[config.mk]
export PLATFORM = sky130hd
export DESIGN_NAME = register_pipe_bdeduffy
export DESIGN_NICKNAME = d
export VERILOG_FILES = /design/src/rtl/register_pipe_defs_bdeduffy.sv /design/src/rtl/register_pipe_stage_bdeduffy.sv /design/src/rtl/register_pipe_bdeduffy.sv
export SDC_FILE = /design/constraint.sdc
export NUM_CORES = 1
export LEC_CHECK = 0
export ABC_CLOCK_PERIOD_IN_PS = 2700
export BUFFER_PORTS_ARGS = -buffer_cell sky130_fd_sc_hd__clkbuf_2
export CAP_MARGIN = 5
export CORE_AREA = 2 2 64 66
export DETAILED_ROUTE_END_ITERATION = 6
export DIE_AREA = 0 0 66 68
export PLACE_DENSITY = 0.7
export SETUP_SLACK_MARGIN = 0.4
export SLEW_MARGIN = 15
export SYNTH_ARGS = -nofsm -noshare
export SYNTH_HDL_FRONTEND = slang
export SYNTH_HIERARCHICAL = 1
export SYNTH_SLANG_ARGS = --single-unit
export TNS_END_PERCENT = 50
[constraint.sdc]
create_clock -name clk -period 2.7 [get_ports clk]
set_clock_uncertainty 0.15 [all_clocks]
set_input_delay 0.675 -clock clk [delete_from_list [all_inputs] [get_ports clk]]
set_output_delay 0.675 -clock clk [all_outputs]
set_load 0.01 [all_outputs]
[src/rtl/register_pipe_defs_bdeduffy.sv]
// ============================================================================
// Module   : register_pipe_defs_bdeduffy (package)
// Brief    : Shared defaults and count-width helper for the elastic register pipe.
// Revision : 1.0
// ============================================================================
`default_nettype none

package register_pipe_defs_bdeduffy;

    localparam int DEF_WIDTH = 10;
    localparam int DEF_DEPTH = 4;

    // Occupancy counter must represent 0..depth inclusive.
    function automatic int count_width(input int depth);
        return $clog2(depth + 1);
    endfunction

endpackage

`default_nettype wire

[src/rtl/register_pipe_stage_bdeduffy.sv]
// ============================================================================
// Module   : register_pipe_stage_bdeduffy
// Brief    : One pipe stage: loadable data register plus set/clear valid flop.
// Revision : 1.0
// ============================================================================
`default_nettype none

module register_pipe_stage_bdeduffy
    import register_pipe_defs_bdeduffy::*;
#(
    parameter int WIDTH = DEF_WIDTH
) (
    input  logic             clk,
    input  logic             rst,
    input  logic             load,
    input  logic [WIDTH-1:0] d,
    input  logic             set_valid,
    input  logic             clr_valid,
    output logic [WIDTH-1:0] data_q,
    output logic             valid_q
);

    logic [WIDTH-1:0] data_d;
    logic             valid_d;

    // Set wins over clear: a stage refilled while its old word moves on stays valid.
    always_comb begin
        data_d  = data_q;
        valid_d = valid_q;
        if (load) begin
            data_d = d;
        end
        if (set_valid) begin
            valid_d = 1'b1;
        end else if (clr_valid) begin
            valid_d = 1'b0;
        end
    end

    always_ff @(posedge clk) begin
        if (rst) begin
            data_q  <= '0;
            valid_q <= 1'b0;
        end else begin
            data_q  <= data_d;
            valid_q <= valid_d;
        end
    end

endmodule

`default_nettype wire

[src/rtl/register_pipe_bdeduffy.sv]
// ============================================================================
// Module   : register_pipe_bdeduffy
// Brief    : Elastic DEPTH-stage register pipe with bubble collapsing, flush
//            and registered occupancy count.
// Revision : 1.0
// ============================================================================
`default_nettype none

module register_pipe_bdeduffy
    import register_pipe_defs_bdeduffy::*;
#(
    parameter int WIDTH = DEF_WIDTH,
    parameter int DEPTH = DEF_DEPTH
) (
    input  logic                            clk,
    input  logic                            rst,
    input  logic                            flush,
    input  logic                            in_valid,
    input  logic [WIDTH-1:0]                in_data,
    output logic                            in_ready,
    output logic                            out_valid,
    output logic [WIDTH-1:0]                out_data,
    input  logic                            out_ready,
    output logic [count_width(DEPTH)-1:0]   count
);

    localparam int C_CNT_W = count_width(DEPTH);

    logic [DEPTH-1:0] w_valid;
    logic [DEPTH-1:0] w_leave;
    logic [DEPTH-1:0] w_free;
    logic [DEPTH-1:0] w_load;
    logic [WIDTH-1:0] w_data [DEPTH];
    logic [WIDTH-1:0] w_din  [DEPTH];
    logic             w_accept;
    logic             w_drain;

    logic [C_CNT_W-1:0] count_d;
    logic [C_CNT_W-1:0] count_q;

    // Ready ripples backwards from the output: a stage is free if empty or leaving.
    always_comb begin
        w_leave = '0;
        w_free  = '0;
        w_leave[DEPTH-1] = w_valid[DEPTH-1] && out_ready;
        w_free[DEPTH-1]  = !w_valid[DEPTH-1] || w_leave[DEPTH-1];
        for (int k = DEPTH - 2; k >= 0; k--) begin
            w_leave[k] = w_valid[k] && w_free[k+1];
            w_free[k]  = !w_valid[k] || w_leave[k];
        end
    end

    assign in_ready = w_free[0] && !flush && !rst;
    assign w_accept = in_valid && in_ready;
    assign w_drain  = w_leave[DEPTH-1];

    always_comb begin
        w_din[0]  = in_data;
        w_load    = '0;
        w_load[0] = w_accept;
        for (int k = 1; k < DEPTH; k++) begin
            w_din[k]  = w_data[k-1];
            w_load[k] = w_leave[k-1] && !flush;
        end
    end

    generate
        for (genvar g = 0; g < DEPTH; g++) begin : g_stage
            register_pipe_stage_bdeduffy #(
                .WIDTH (WIDTH)
            ) u_stage (
                .clk       (clk),
                .rst       (rst),
                .load      (w_load[g]),
                .d         (w_din[g]),
                .set_valid (w_load[g]),
                .clr_valid (w_leave[g] || flush),
                .data_q    (w_data[g]),
                .valid_q   (w_valid[g])
            );
        end
    endgenerate

    always_comb begin
        count_d = count_q;
        if (flush) begin
            count_d = '0;
        end else if (w_accept && !w_drain) begin
            count_d = count_q + C_CNT_W'(1);
        end else if (!w_accept && w_drain) begin
            count_d = count_q - C_CNT_W'(1);
        end
    end

    always_ff @(posedge clk) begin
        if (rst) begin
            count_q <= '0;
        end else begin
            count_q <= count_d;
        end
    end

    assign out_valid = w_valid[DEPTH-1];
    assign out_data  = w_data[DEPTH-1];
    assign count     = count_q;

endmodule

`default_nettype wire

[After elaboration in Yosys (flattened, before gate mapping)]
Index checks and enable logic that the tools add are counted.
Widths: inputs -> output; s select.
Word-level totals
  register bits: 47
  input bits: 15
  output and inout port bits: 15
Operators by class
  add/sub/neg operators: 2
  muxes and demuxes: 10
  reductions and logical operators: 34
Operator list (number)
  $logic_and 1x1->1: 12
  $reduce_bool 2->1: 5
  $logic_not 1->1: 8
  $logic_or 1x1->1: 8
  $mux 1: 8
  $mux 3: 2
  $add 3x1->3 const B: 1
  $sub 3x1->3 const B: 1
  $reduce_or 2->1: 1

[Logic depth before layout (Yosys ltp)]
Gate-level depths: netlist (run 1).
  depth after elaboration: 15
  mapped depth: 10
  mapped depth without buffers: 9

[Hierarchy]
The synthesis (run 1) kept the hierarchy.
Modules (own cells, without submodules)
  register_pipe_stage_bdeduffy: instances 4, cells each 36, area an instance 387.9 µm², sequential area each 220.2 µm²
  register_pipe_bdeduffy: instances 1, cells each 31, area an instance 257.7 µm², sequential area each 60.1 µm²

[Least setup slack after synthesis (run 1)]
Ideal clock, no wire load.
  kind: input to register
  start: in flush
  end: reg count_q[2] (netlist: count[2])
  setup time: 0.070 ns
  arrival: 2.505 ns
  required time: 2.480 ns
  path slack: -0.025 ns
  stages on the path: 10
  path buffers: 1
  path through: buf_2 nor2_1 a21boi_2 and2_1 ha_1 inv_1 fa_1 xor2_1 or3_1 a21boi_1
Between the ends
  longest elaborated chain between the ends: 7
  elaborated cells between the ends (all ways): 10
RTL lines
  start, declared: RTL line register_pipe_bdeduffy.sv:17  | input logic flush,
  $logic_not 1->1 *: RTL line register_pipe_bdeduffy.sv:53  | assign in_ready = w_free[0] && !flush && !rst;
  $logic_and 1x1->1 * (2 in a row): RTL line register_pipe_bdeduffy.sv:53
  net in_ready: RTL line register_pipe_bdeduffy.sv:20  | output logic in_ready,
  $logic_and 1x1->1 *: RTL line register_pipe_bdeduffy.sv:54  | assign w_accept = in_valid && in_ready;
  net w_accept: RTL line register_pipe_bdeduffy.sv:35  | logic w_accept;
  $logic_not 1->1: RTL line register_pipe_bdeduffy.sv:90  | end else if (!w_accept && w_drain) begin
  $logic_and 1x1->1: RTL line register_pipe_bdeduffy.sv:90
  $reduce_bool 2->1 (no line)
  end signal, assigned: RTL line register_pipe_bdeduffy.sv:99  | count_q <= count_d;
  end, declared: RTL line register_pipe_bdeduffy.sv:39  | logic [C_CNT_W-1:0] count_q;
Mark *: on every way through the listed nets, which the timed path passes. The rest lies on a longest branch.
A chain may end at the register's enable or synchronous reset.

[Worst setup path in the final report (run 1)]
  start: in out_ready
  end: reg count_q[2] (netlist: count[2])
Between the ends
  longest elaborated chain between the ends: 14
  elaborated cells between the ends (all ways): 17
RTL lines
  start, declared: RTL line register_pipe_bdeduffy.sv:23  | input logic out_ready,
  $logic_and 1x1->1 *: RTL line register_pipe_bdeduffy.sv:45  | w_leave[DEPTH-1] = w_valid[DEPTH-1] && out_ready;
  $logic_or 1x1->1 *: RTL line register_pipe_bdeduffy.sv:46  | w_free[DEPTH-1] = !w_valid[DEPTH-1] || w_leave[DEPTH-1];
  $logic_and 1x1->1 *: RTL line register_pipe_bdeduffy.sv:48  | w_leave[k] = w_valid[k] && w_free[k+1];
  $logic_or 1x1->1 *: RTL line register_pipe_bdeduffy.sv:49  | w_free[k] = !w_valid[k] || w_leave[k];
  $logic_and 1x1->1 *: RTL line register_pipe_bdeduffy.sv:48
  $logic_or 1x1->1 *: RTL line register_pipe_bdeduffy.sv:49
  $logic_and 1x1->1 *: RTL line register_pipe_bdeduffy.sv:48
  $logic_or 1x1->1 *: RTL line register_pipe_bdeduffy.sv:49
  $logic_and 1x1->1 * (2 in a row): RTL line register_pipe_bdeduffy.sv:53
  $logic_and 1x1->1 *: RTL line register_pipe_bdeduffy.sv:54
  net w_accept: RTL line register_pipe_bdeduffy.sv:35
  $logic_not 1->1: RTL line register_pipe_bdeduffy.sv:90
  $logic_and 1x1->1: RTL line register_pipe_bdeduffy.sv:90
  $reduce_bool 2->1 (no line)
Marks and branches as above.

==> results of run 1 <==
-- per-stage QoR --
step / std cells / hold WS, ns
5_1_grt: 259 / 0.3678
6_report: 259 / 0.3409
4_1_cts: 259 / 0.3445
3_5_place_dp: 251 / 0.3328
2_1_floorplan: 175 / 0.2969
3_3_place_gp: 251 / 0.3221
-- power breakdown --
part / switching (mW) / internal, mW
clock network: 0.217 / 0.299
logic: 0.0336 / 0.0314
registers: 0.00536 / 0.700
total: 0.256 / 1.03
-- final cells by class --
cell class,instances,share of cell area
clock buffers,6,0.03846
clock inverters,2,0.01632
well taps,50,0.02914
inverters,5,0.008741
repair buffers,35,0.08858
flip-flops and latches,47,0.4382
multi-input cells,114,0.3805
-- worst max-delay path, stage by stage --
cell and delay [ns]:
sky130_fd_sc_hd__clkbuf_2 0.10, sky130_fd_sc_hd__and4b_1 0.23, sky130_fd_sc_hd__a21boi_4 0.14, sky130_fd_sc_hd__and2_4 0.17, sky130_fd_sc_hd__ha_4 0.13, sky130_fd_sc_hd__inv_2 0.04, sky130_fd_sc_hd__fa_2 0.35, sky130_fd_sc_hd__xor2_1 0.16
sky130_fd_sc_hd__or3_1 0.32, sky130_fd_sc_hd__a21boi_1 0.14
-- worst max-delay path by stage --
stage,startpoint,to,slack [ns],depth (start not counted)
final,out_ready,count[2],0.30,10
after global routing,out_ready,count[2],0.25,10
after CTS,out_ready,count[2],0.32,10
after detailed placement,out_ready,count[2],0.02,10
after global placement,out_ready,count[2],0.13,10
after floorplan,flush,count[2],0.19,10
-- cells in the final DEF (no fill, tap or decap), drive strengths merged, types with 2 or more instances in the layout --
cell	n
clkbuf	35
mux2i	41
nor2	44
xor2	2
nand2b	10
nor3	2
a21oi	4
a21boi	2
inv	5
dfxtp	47
buf	6
-- cells by family after synthesis --
kind of cell    count (synthesis)  synth area share
compound gates                  8           0.02974
xor+xnor                        2          0.009684
fa+ha+maj                       2           0.01798
buf+inv                        14           0.04633
flops                          47            0.5201
mux                            41            0.2268
simple gates                   61            0.1494
-- metal layers --
metal	track usage	wire length, microns	vias up
li1	-	-	640
met1	0.1689	1325	575
met2	0.2992	1837	17
met3	0.04441	80	2
met4	0.04592	16	0
met5	0	0	-
-- repair_timing --
| action | CTS | global route |
|---|---|---|
| buffers inserted | 0 | 0 |
| endpoints found under the setup margin | 1 | 1 |
| resized for setup | 0 | 0 |
-- registers in the layout, indices dropped and copies added, names as in the netlist --
name / cells
g_stage.u_stage/data_q: 40
g_stage.u_stage/valid_q: 4
count: 3
==> flow_results.org, run 1 <==
** STA
- Final WS setup :: 0.3034 ns
- Count of final setup violators :: 0
- Final-report hold violation count :: 0
- After layout, the minimum clock period comes to 2.397 ns.
- After routing, the total negative slack on setup checks comes to 0 ns.
- Setup repair after global routing could not meet its margin everywhere.
- For the pin with the worst max-slew slack, the measured transition is 0.4379 ns.
- Worst rel slew slack :: 0.7081
- In the finished design, the share of the clock period the worst path needs comes to 0.8876.
- F_max :: 417.3 MHz
- Final max-slew violation count :: 0

** Final layout
- In the final layout, flip-flops and latches occupy 940.9 sq um.
- P&R area growth vs syn :: 18.67%
- Of the cells placed in the final design, the portion with a size suffix greater than 1 is 0.2392.
- Number of fill cells in the layout :: 352
- ANT cells :: 0
- Area of all placed cells without fillers :: 2147 sq um
- Area used by multi-input combinational logic :: 817.0 sq um
- Total Nets Final :: 225
- End-of-flow core utilization :: 0.5568

** Critical path
- Crit end category :: register
- Endpoint required time on the critical path :: 2.77 ns
- Worst reg-to-reg path cell count :: 9
- The startpoint identified for the worst register-to-register timing path is g_stage[2].u_stage/valid_q.
- Endpoint arrival time on the critical path :: 2.47 ns
- Kind of critical path :: in2reg
- In this run the critical register-to-register path is captured at count[2].
- Max Fanout on Critical Path :: 3
- The setup check on the worst reg-to-reg path leaves a slack of 0.43 ns.
- Launching element type of the critical path :: input pin

** Placed design
- In this run the cell area measured after placement is 2029 sq um.
- Prior to clock tree synthesis, the placed netlist has a worst setup slack of 0.02010 ns.
- Final estimated routing congestion in global placement :: 0.6615
- The wire-length estimate of the detail-placed layout is 2.409 mm.
- The count of buffers added on input and output ports is 29.

** Power and ir drop
- Summing internal, switching and leakage power gives 1.286 mW.
- In this run the static leakage power is 0.8312 nW.
- For this design the ratio of total power to cell area is 599.2 nW/um^2.
- VDD sags by at most 0.4104 mV.

** Global routing
- For this run the aggregate overflow at the end of global routing stands at 0.
- Largest net degree at the start of global routing :: 47
- The via count of the first global-routing pass came to 1184.
- For this run, the total global-route usage over all layers was measured as 0.1569.
- Wire length of the first global-routing pass :: 5.250 mm
- Initial antenna violation count :: 0

** Clock tree
- TritonCTS built the clock tree.
- Clock buffers created by TritonCTS :: 5
- Clock tree synthesis selected as its root buffer the cell sky130_fd_sc_hd__clkbuf_8.
- Sinks on Clock Net :: 47
- After clock tree synthesis, the flow added hold-fix buffers numbering 0.
- For the worst-skew pair, the clock arrives at the later sink with an insertion delay of 0.29 ns.
- CTS HTree Levels :: 2
- CTS max path bufs :: 2
- Clock Pin Slew Worst Setup and Hold Paths :: 0.08 ns

** Synthesis
- Yosys mapped the design onto 22 distinct sky130hd cell types.
- Yosys printed 6 warnings.
- The largest total area in the synthesized netlist belongs to sky130_fd_sc_hd__dfxtp_1.
- Post-synth EDFFs :: 0
- sky130_fd_sc_hd__dfxtp_1 is the most common cell in the netlist.
- When the netlist entered floorplanning its net count stood at 192.
- Total standard cell area after synthesis :: 1809 sq um
- Most area-consuming cells after synthesis :: sky130_fd_sc_hd__dfxtp_1 52%, sky130_fd_sc_hd__mux2i_1 23%, sky130_fd_sc_hd__nor2_1 9.1%
- Of the synthesized area, sequential elements account for 0.5201.
- Post-synth ARST share :: 0
- Synthesis produced a netlist whose cell count is 175.
- Flip-flop and latch count after synthesis :: 47
- Syn Area/Cell :: 10.34 sq um
- Most used DFF post-synth :: sky130_fd_sc_hd__dfxtp_1
- Of the post-synthesis cell area, the dominant cell type holds 0.5201.
- Commonest cells in the netlist :: 47 x sky130_fd_sc_hd__dfxtp_1, 44 x sky130_fd_sc_hd__nor2_1, 41 x sky130_fd_sc_hd__mux2i_1

** Floorplan
- Overall die area :: 4488 sq um
- The floorplan has 23 rows.
- The die is 66 microns wide.
- Pin placement for this block handled 30 I/O pins.
- The initial utilization of the core area, before any placement, comes to 0.4692.
- The core region is 3856 sq um.
- From bottom edge to top edge, the die measures 68 microns.

** Hold path
- The min-delay analysis places its worst path in the category reg2reg.
- The worst hold path begins at g_stage[1].u_stage/valid_q.
- The worst hold path passes through 2 cells.
- Hold Path End :: g_stage[1].u_stage/valid_q

** Route
- Before antenna repair, the detailed router went through 4 iterations.
- The routed layout has 1234 vias.
- After detailed routing, the average wire length per cell comes to 12.58 microns.
- Once detail routing completed, the nets flagged for antenna violations numbered 0.
- Drt first-iter violations :: 39
- DR vias/cell :: 4.764
- Routed Wire Length :: 3.259 mm
- In the routed design, unresolved DRC markers number 0.

** Run status
- Outcome :: complete, no violations

** Flow run
- Across the run, the number of max-cap violations was 0.
(Power assumes the default switching activity.)
==> run 2: changes to the inputs <==
--- a/config.mk
+++ b/config.mk
@@ -5,13 +5,13 @@
 export SDC_FILE = /design/constraint.sdc
 export NUM_CORES = 1
 export LEC_CHECK = 0
-export ABC_CLOCK_PERIOD_IN_PS = 2700
+export ABC_CLOCK_PERIOD_IN_PS = 2500
 export BUFFER_PORTS_ARGS = -buffer_cell sky130_fd_sc_hd__clkbuf_2
 export CAP_MARGIN = 5
-export CORE_AREA = 2 2 64 66
+export CORE_AREA = 4 4 63 65
 export DETAILED_ROUTE_END_ITERATION = 6
-export DIE_AREA = 0 0 66 68
-export PLACE_DENSITY = 0.7
+export DIE_AREA = 0 0 67 69
+export PLACE_DENSITY = 0.74
 export SETUP_SLACK_MARGIN = 0.4
 export SLEW_MARGIN = 15
 export SYNTH_ARGS = -nofsm -noshare
==> constraint.sdc (replaced) <==
create_clock -name clk -period 2.5 [get_ports clk]
set_clock_uncertainty 0.15 [all_clocks]
set_input_delay 0.625 -clock clk [delete_from_list [all_inputs] [get_ports clk]]
set_output_delay 0.625 -clock clk [all_outputs]
set_load 0.01 [all_outputs]
==> run 2 against run 1 <==
Combinational power rose by 13%. Register-to-register slack lost 0.18 ns. Power increased by 6.5%. Cell count did not move. Clock power rose by 4%. Clock-buffer cell count stayed put. Critical path type unchanged. Critical endpoint unchanged.
==> flow_results.org, run 2 (synthesized netlist as in run 1, its figures left out) <==
** Power and ir drop
- The internal power came to 1.105 mW (+7.2%).
- The switching component of the power is 0.2653 mW (+3.7%).
- Peak supply drop :: 0.3662 mV (-11%)
- The portion of total power attributed to combinational logic is 0.054 (+0.003).
- Switching part of the total power :: 0.1936 (-0.005246)
- The sequential power share came to 0.556 (+0.008).
- The clock share of power was 0.390 (-0.011).
- The leakage power of the design was 0.8441 nW (+1.6%).
- The total power came to 1.371 mW (+6.5%).
- Total power per unit cell area :: 634.7 nW/um^2 (+5.9%)

** Placed design
- Final estimated routing congestion in global placement :: 0.7041 (+6.4%)
- The placed wire-length estimate after detailed placement is 2.503 mm (+3.9%).
- The placed standard-cell area was 2032 sq um (+0.12%).
- Worst Setup Slack post-DPL :: -0.1627 ns (-0.1828 ns)
- The number of buffers inserted by port buffering was 29 (unchanged).

** Clock tree
- Clock buffers created by TritonCTS :: 5 (unchanged)
- The clock sink count was 47 (unchanged).
- The clock network latency to the later pin of the worst-skew pair came to 0.35 ns (+0.06 ns).
- The number of H-tree branching levels came to 2 (unchanged).
- The cell sitting at the root of the clock tree is a sky130_fd_sc_hd__clkbuf_4.
- CTS max path bufs :: 2 (unchanged)
- Clock Pin Slew Worst Setup and Hold Paths :: 0.12 ns (+0.04 ns)
- The number of buffers added to fix hold violations after cts is 0 (unchanged).
- TritonCTS built the clock tree.

** Route
- First-pass iteration count of the detailed router :: 4 (unchanged)
- The total wire length after detailed routing was 3.296 mm (+1.1%).
- The first-iteration detailed-routing DRC count came to 42 (+7.7%).
- DRC violations left :: 0 (unchanged)
- DR vias/cell :: 4.907 (+3.0%)
- Mean routed wirelength per cell :: 12.73 microns (+1.1%)
- The via total after detailed routing was 1271 (+3.0%).
- Count of nets left with antenna violations after detail routing :: 0 (unchanged)

** STA
- Tmin final :: 2.282 ns
- The aggregate negative setup slack was 0 ns (unchanged).
- The total setup violations reported at the end of the flow was 0 (unchanged).
- Actual slew at the worst max-slew pin :: 0.4445 ns (+0.006553 ns)
- Of the available clock period, the critical path in the final layout requires 0.9128.
- Setup repair after global routing could not meet its margin everywhere.
- The final hold slack was 0.3524 ns (+0.01150 ns).
- The number of failing hold endpoints at the final stage was 0 (unchanged).
- Worst rel slew slack :: 0.7037 (-0.004369)
- The worst setup margin was 0.2180 ns (-0.08533 ns).
- F_max :: 438.2 MHz
- Final max-slew violation count :: 0 (unchanged)

** Final layout
- The number of flip-flops in the largest register is 40 (unchanged).
- Share of layout cells above drive strength 1 :: 0.2629 (+0.02368)
- Most frequent cells in the layout :: 45 x sky130_fd_sc_hd__dfxtp_1, 43 x sky130_fd_sc_hd__nor2_1, 41 x sky130_fd_sc_hd__mux2i_1
- ANT cells :: 0 (unchanged)
- The area growth from synthesis to layout is 19.36%.
- The final design instance area without fill was 2160 sq um (+0.58%).
- Ranked by flip-flop count, first place goes to g_stage.u_stage/data_q.
- The layout net count came to 229 (+1.8%).
- Leaving out fill and tap cells, the most frequent cell in the layout is sky130_fd_sc_hd__dfxtp_1.

** Critical path
- STA classifies the critical path startpoint as an input pin.
- For this design, the slowest cell found on the critical path is sky130_fd_sc_hd__fa_2.
- STA classifies the critical path endpoint as a register.
- Endpoint required time on the critical path :: 2.63 ns (-0.14 ns)
- CP Cell Sequence :: clkbuf_2 -> and4b_2 -> a21boi_4 -> and2_4 -> ha_4 -> inv_2 -> fa_2 -> xor2_1 -> or3_1 -> a21boi_1
- Max Fanout on Critical Path :: 3 (unchanged)
- The critical path arrival came to 2.41 ns (-0.06 ns).
- Kind of critical path :: in2reg
- The maximum cell stage delay along the critical path was 0.34 ns (about the same).

** Floorplan
- Overall die area :: 4623 sq um (+3.0%)
- Initial core utilization :: 0.5422 (+0.07301)
- The row count was 21 (-8.7%).
- The die outline height was 69 microns (+1.5%).
- The top-level port count came to 30 (unchanged).
- Die extent in x :: 67 microns (+1.5%)
- The core footprint was 3337 sq um (-13%).

** Global routing
- GR Overflow Total :: 0 (unchanged)
- Via count of the first global-routing pass :: 1337 (+13%)
- The initial antenna violation count came to 0 (unchanged).
- Wire length of the first global-routing pass :: 5.934 mm (+13%)
- Largest net degree at the start of global routing :: 47 (unchanged)
- Total global routing track utilization :: 0.1661 (+0.009207)

** Hold path
- The tightest min-delay check is of the reg2reg type.

** Flow run
- The number of max-cap violations is 0 (unchanged).

** Run status
- Outcome :: complete, no violations
## run 2: worst paths after layout
check	start	endpoint	slack (ns)	depth (start not counted)
setup / recovery	out_ready	count[2]	0.22	10
hold / removal	g_stage[3].u_stage/valid_q	g_stage[3].u_stage/valid_q	0.35	2
setup reg to reg	g_stage[1].u_stage/valid_q	count[2]	0.25	9
hold reg to reg	g_stage[3].u_stage/valid_q	g_stage[3].u_stage/valid_q	0.35	2
## run 2: through the flow
step / util / std cells
6_report: 0.6472 / 259
5_1_grt: 0.6472 / 259
4_1_cts: 0.6445 / 258
3_5_place_dp: 0.6089 / 248
3_3_place_gp: 0.6089 / 248
2_1_floorplan: - / 175
## run 2: timing repair
| item | 4_1_cts | 5_1_grt |
|---|---|---|
| pin swaps | 3 | 2 |
| setup endpoints to repair | 1 | 1 |
| gates resized for setup | 2 | 1 |
| setup buffers | 2 | 1 |
## run 2: layout make-up
class                   instances  area (sq um)
well taps                      46         57.56
fillers                       299          1177
clock buffers                   6         41.29
inverters                       5         18.77
repair buffers                 39         220.2
multi-input cells             114         818.3
clock inverters                 2         60.06
flip-flops and latches         47         943.4
## run 2: worst max-delay path: cells and delay by family
family	cells	cell delay (ns)
adder cells (fa/ha/maj)	2	0.47
XOR/XNOR	1	0.17
AO/OA/AOI/OAI	2	0.27
buffers and inverters	2	0.14
AND/OR/NAND/NOR	3	0.75
## run 2: layer usage
metal,part of all wire,track usage,vias to the layer above
met5,0,0,-
met1,0.38,0.1757,586
met4,0.029,0.08333,0
li1,-,-,646
met2,0.54,0.2849,27
met3,0.049,0.05519,12
## run 2: power by group through the flow
stage | Combinational, mW | Clock [mW] | Sequential [mW]
after floorplan | 0.0483 | 0 | 0.778
after CTS | 0.0737 | 0.549 | 0.763
after global placement | 0.0678 | 0 | 0.779
after global routing | 0.0824 | 0.583 | 0.764
final | 0.0734 | 0.535 | 0.763
after detailed placement | 0.0723 | 0 | 0.780
==> run 3: changes to the inputs <==
--- a/config.mk
+++ b/config.mk
@@ -8,10 +8,12 @@
 export ABC_CLOCK_PERIOD_IN_PS = 2500
 export BUFFER_PORTS_ARGS = -buffer_cell sky130_fd_sc_hd__clkbuf_2
 export CAP_MARGIN = 5
-export CORE_AREA = 4 4 63 65
+export CELL_PAD_IN_SITES_DETAIL_PLACEMENT = 0
+export CELL_PAD_IN_SITES_GLOBAL_PLACEMENT = 1
+export CORE_AREA = 4 4 71 73
 export DETAILED_ROUTE_END_ITERATION = 6
-export DIE_AREA = 0 0 67 69
-export PLACE_DENSITY = 0.74
+export DIE_AREA = 0 0 75 77
+export PLACE_DENSITY = 0.73
 export SETUP_SLACK_MARGIN = 0.4
 export SLEW_MARGIN = 15
 export SYNTH_ARGS = -nofsm -noshare
==> run 3 against run 2 <==
Cell count up 0.77%. Hold slack worse by 0.015 ns. Setup slack worse by 0.035 ns. Register-to-register slack better by 0.03 ns. Largest power group unchanged. Highest routed layer unchanged.
==> flow_results.org, run 3 (synthesized netlist as in run 1, its figures left out) <==
** Run status
- Outcome :: complete, no violations

** Global routing
- The layer flagged by global routing as most heavily used is met2.
- Wire length of the first global-routing pass :: 5.485 mm (-7.6%)
- The met1 track utilization from global routing is 0.1391 (-0.03655).
- The overall global routing resource usage was 0.1199 (-0.04616).
- The met2 demand-to-capacity share in global routing came to 0.2091 (-0.07588).
- The met3 demand-to-capacity share in global routing was 0.02745 (-0.02774).
- The total congestion overflow is 0 (unchanged).
- The via count of the first global-routing pass came to 1306 (-2.3%).
- Largest net degree at the start of global routing :: 47 (unchanged)
- Initial antenna violation count :: 0 (unchanged)

** Final layout
- Leaving out fill and tap cells, the most frequent cell in the layout is sky130_fd_sc_hd__dfxtp_1.
- Number of flip-flops under the largest register name :: 40 (unchanged)
- The area occupied by registers came to 940.9 sq um (-0.27%).
- The layout net count came to 226 (-1.3%).
- ANT cells :: 0 (unchanged)
- Share of layout cells above drive strength 1 :: 0.2440 (-0.01889)
- Area of all placed cells without fillers :: 2150 sq um (-0.46%)
- The multi-input gate area in the final layout came to 820.8 sq um (+0.31%).
- Number of fill cells in the layout :: 399 (+33%)
- Largest reg by FF count :: g_stage.u_stage/data_q
- Compared with the post-synthesis result, the final layout area differs by 18.81%.
- In the layout the commonest cells are 47 x sky130_fd_sc_hd__dfxtp_1, 43 x sky130_fd_sc_hd__nor2_1, 41 x sky130_fd_sc_hd__mux2i_1.

** Power and ir drop
- Peak supply drop :: 0.3867 mV (+5.6%)
- The total power came to 1.357 mW (-0.96%).
- Total power per unit cell area :: 631.5 nW/um^2 (-0.50%)
- The leakage power of the design was 0.8257 nW (-2.2%).

** Critical path
- The register-to-register setup slack was 0.28 ns (+0.03 ns).
- Worst reg-to-reg path cell count :: 9 (unchanged)
- Endpoint required time on the critical path :: 2.57 ns (-0.06 ns)
- Crit end category :: register
- Kind of critical path :: in2reg
- The worst setup path is launched from an input pin.
- The critical path arrival was 2.39 ns (-0.02 ns).
- Worst reg2reg endpoint :: count[2]
- Launching point of the worst reg2reg path :: g_stage[2].u_stage/valid_q
- The largest fanout on the critical path is 3 (unchanged).

** Route
- The post-detailed-route via-to-cell ratio came to 4.785 (-2.5%).
- The total wire length after detailed routing came to 3.285 mm (-0.33%).
- The number of routed nets with antenna violations was 0 (unchanged).
- First-pass iteration count of the detailed router :: 4 (unchanged)
- Mean routed wirelength per cell :: 12.59 microns (-1.1%)
- Drt first-iter violations :: 32 (-24%)
- Vias post-DR :: 1249 (-1.7%)
- DRC violations left :: 0 (unchanged)

** STA
- Tmin final :: 2.317 ns (+0.03515 ns)
- Final-report hold violation count :: 0 (unchanged)
- The measured slew at the worst slew-check pin is 0.4435 ns (-0.0009830 ns).
- Count of final setup violators :: 0 (unchanged)
- The achievable frequency is 431.6 MHz (-1.5%).
- Worst rel slew slack :: 0.7044 (about the same)
- Final critical-path share of the clock period :: 0.9268 (+0.01406)
- The worst setup margin came to 0.1829 ns (-0.03515 ns).
- Unrepaired setup endpoints after global routing :: yes
- Final max-slew violation count :: 0 (unchanged)

** Floorplan
- The top-level port count came to 30 (unchanged).
- Site row count :: 24 (+14%)
- Core footprint :: 4354 sq um (+30%)
- The x dimension of the die came to 75 microns (+12%).
- Overall die area :: 5775 sq um (+25%)
- Initial core utilization :: 0.4155 (-0.1267)
- Vertical die dimension :: 77 microns (+12%)

** Clock tree
- The number of H-tree branching levels came to 2 (unchanged).
- Clock buffers created by TritonCTS :: 5 (unchanged)
- The clock transition at the registers of the reported paths is 0.08 ns (-0.04 ns).
- The clock network latency to the later pin of the worst-skew pair is 0.29 ns (-0.06 ns).
- Number of hold buffers added after cts :: 0 (unchanged)
- CTS tree :: built
- The clock sink count was 47 (unchanged).
- The cell sitting at the root of the clock tree is a sky130_fd_sc_hd__clkbuf_8.
- CTS max path bufs :: 2 (unchanged)

** Hold path
- The startpoint identified for the worst hold timing path is g_stage[1].u_stage/valid_q.
- Path type of the worst min-delay path :: reg2reg
- For hold timing, the worst endpoint is g_stage[1].u_stage/valid_q.
- Worst hold path stage count :: 2 (unchanged)

** Placed design
- The number of buffers inserted by port buffering is 29 (unchanged).
- Worst Setup Slack post-DPL :: -0.1111 ns (+0.05162 ns)
- Final estimated routing congestion in global placement :: 0.7590 (+7.8%)
- Hpwl dp :: 2.434 mm (-2.8%)
- The placed standard-cell area is 2039 sq um (+0.37%).

** Flow run
- Number of maximum-capacitance violations :: 0 (unchanged)
[run 3: cell types whose count changed in the layout (fill, tap and decap cells not counted), moves of 2 or more]
cell | previous run | this run
sky130_fd_sc_hd__dfxtp_2 | 2 | 0
sky130_fd_sc_hd__dfxtp_1 | 45 | 47
sky130_fd_sc_hd__clkbuf_4 | 5 | 0
sky130_fd_sc_hd__clkbuf_8 | 0 | 5
sky130_fd_sc_hd__buf_4 | 10 | 7
[run 3: per-stage QoR]
step           instances  hold WS [ns]  TNS [ns]    util
2_1_floorplan        175        0.2969         0       -
3_3_place_gp         254        0.3282  -0.01261  0.4684
3_5_place_dp         254        0.3309   -0.1111  0.4684
6_report             261        0.3371         0  0.4937
4_1_cts              261        0.3453         0  0.4928
5_1_grt              261        0.3794         0  0.4937
[run 3: worst max-delay path by stage]
stage	startpoint	to	slack (ns)	cells after the start
4_1_cts	out_ready	count[2]	0.19	10
3_3_place_gp	out_ready	count[2]	-0.01	10
3_5_place_dp	out_ready	count[2]	-0.11	10
6_report	out_ready	count[2]	0.18	10
2_1_floorplan	flush	count[2]	0.04	10
5_1_grt	out_ready	count[2]	0.09	10
[run 3: area by class of cell]
cell class              count  area share
flip-flops and latches     47      0.4377
multi-input cells         114      0.3818
repair buffers             36     0.09197
clock buffers               5     0.03201
well taps                  52     0.03027
clock inverters             2     0.01746
inverters                   5    0.008731
[run 3: report_power, final]
group / switching [mW] / internal, mW / total, mW / leakage, nW
Clock: 0.232 / 0.292 / 0.524 / 0.0502
Combinational: 0.0366 / 0.0349 / 0.0716 / 0.396
Sequential: 0.00561 / 0.756 / 0.762 / 0.379
Total: 0.274 / 1.08 / 1.36 / 0.826
[run 3: per-layer routing]
metal | wire length [microns] | vias up
met1 | 1354 | 573
met2 | 1746 | 26
met3 | 144 | 5
li1 | - | 645
met5 | 0 | -
met4 | 39 | 0
[run 3: repair_timing]
action,CTS,global route
endpoints found under the setup margin,1,2
setup buffers,0,0
gates resized for setup,0,1
hold endpoints to repair,0,0
[run 3: worst max-delay path, stage by stage]
cell	delay [ns]
sky130_fd_sc_hd__clkbuf_2	0.11
sky130_fd_sc_hd__and4b_1	0.23
sky130_fd_sc_hd__a21boi_4	0.14
sky130_fd_sc_hd__and2_4	0.17
sky130_fd_sc_hd__ha_4	0.12
sky130_fd_sc_hd__inv_2	0.03
sky130_fd_sc_hd__fa_2	0.35
sky130_fd_sc_hd__xor2_1	0.16
sky130_fd_sc_hd__or3_1	0.32
sky130_fd_sc_hd__a21boi_2	0.13
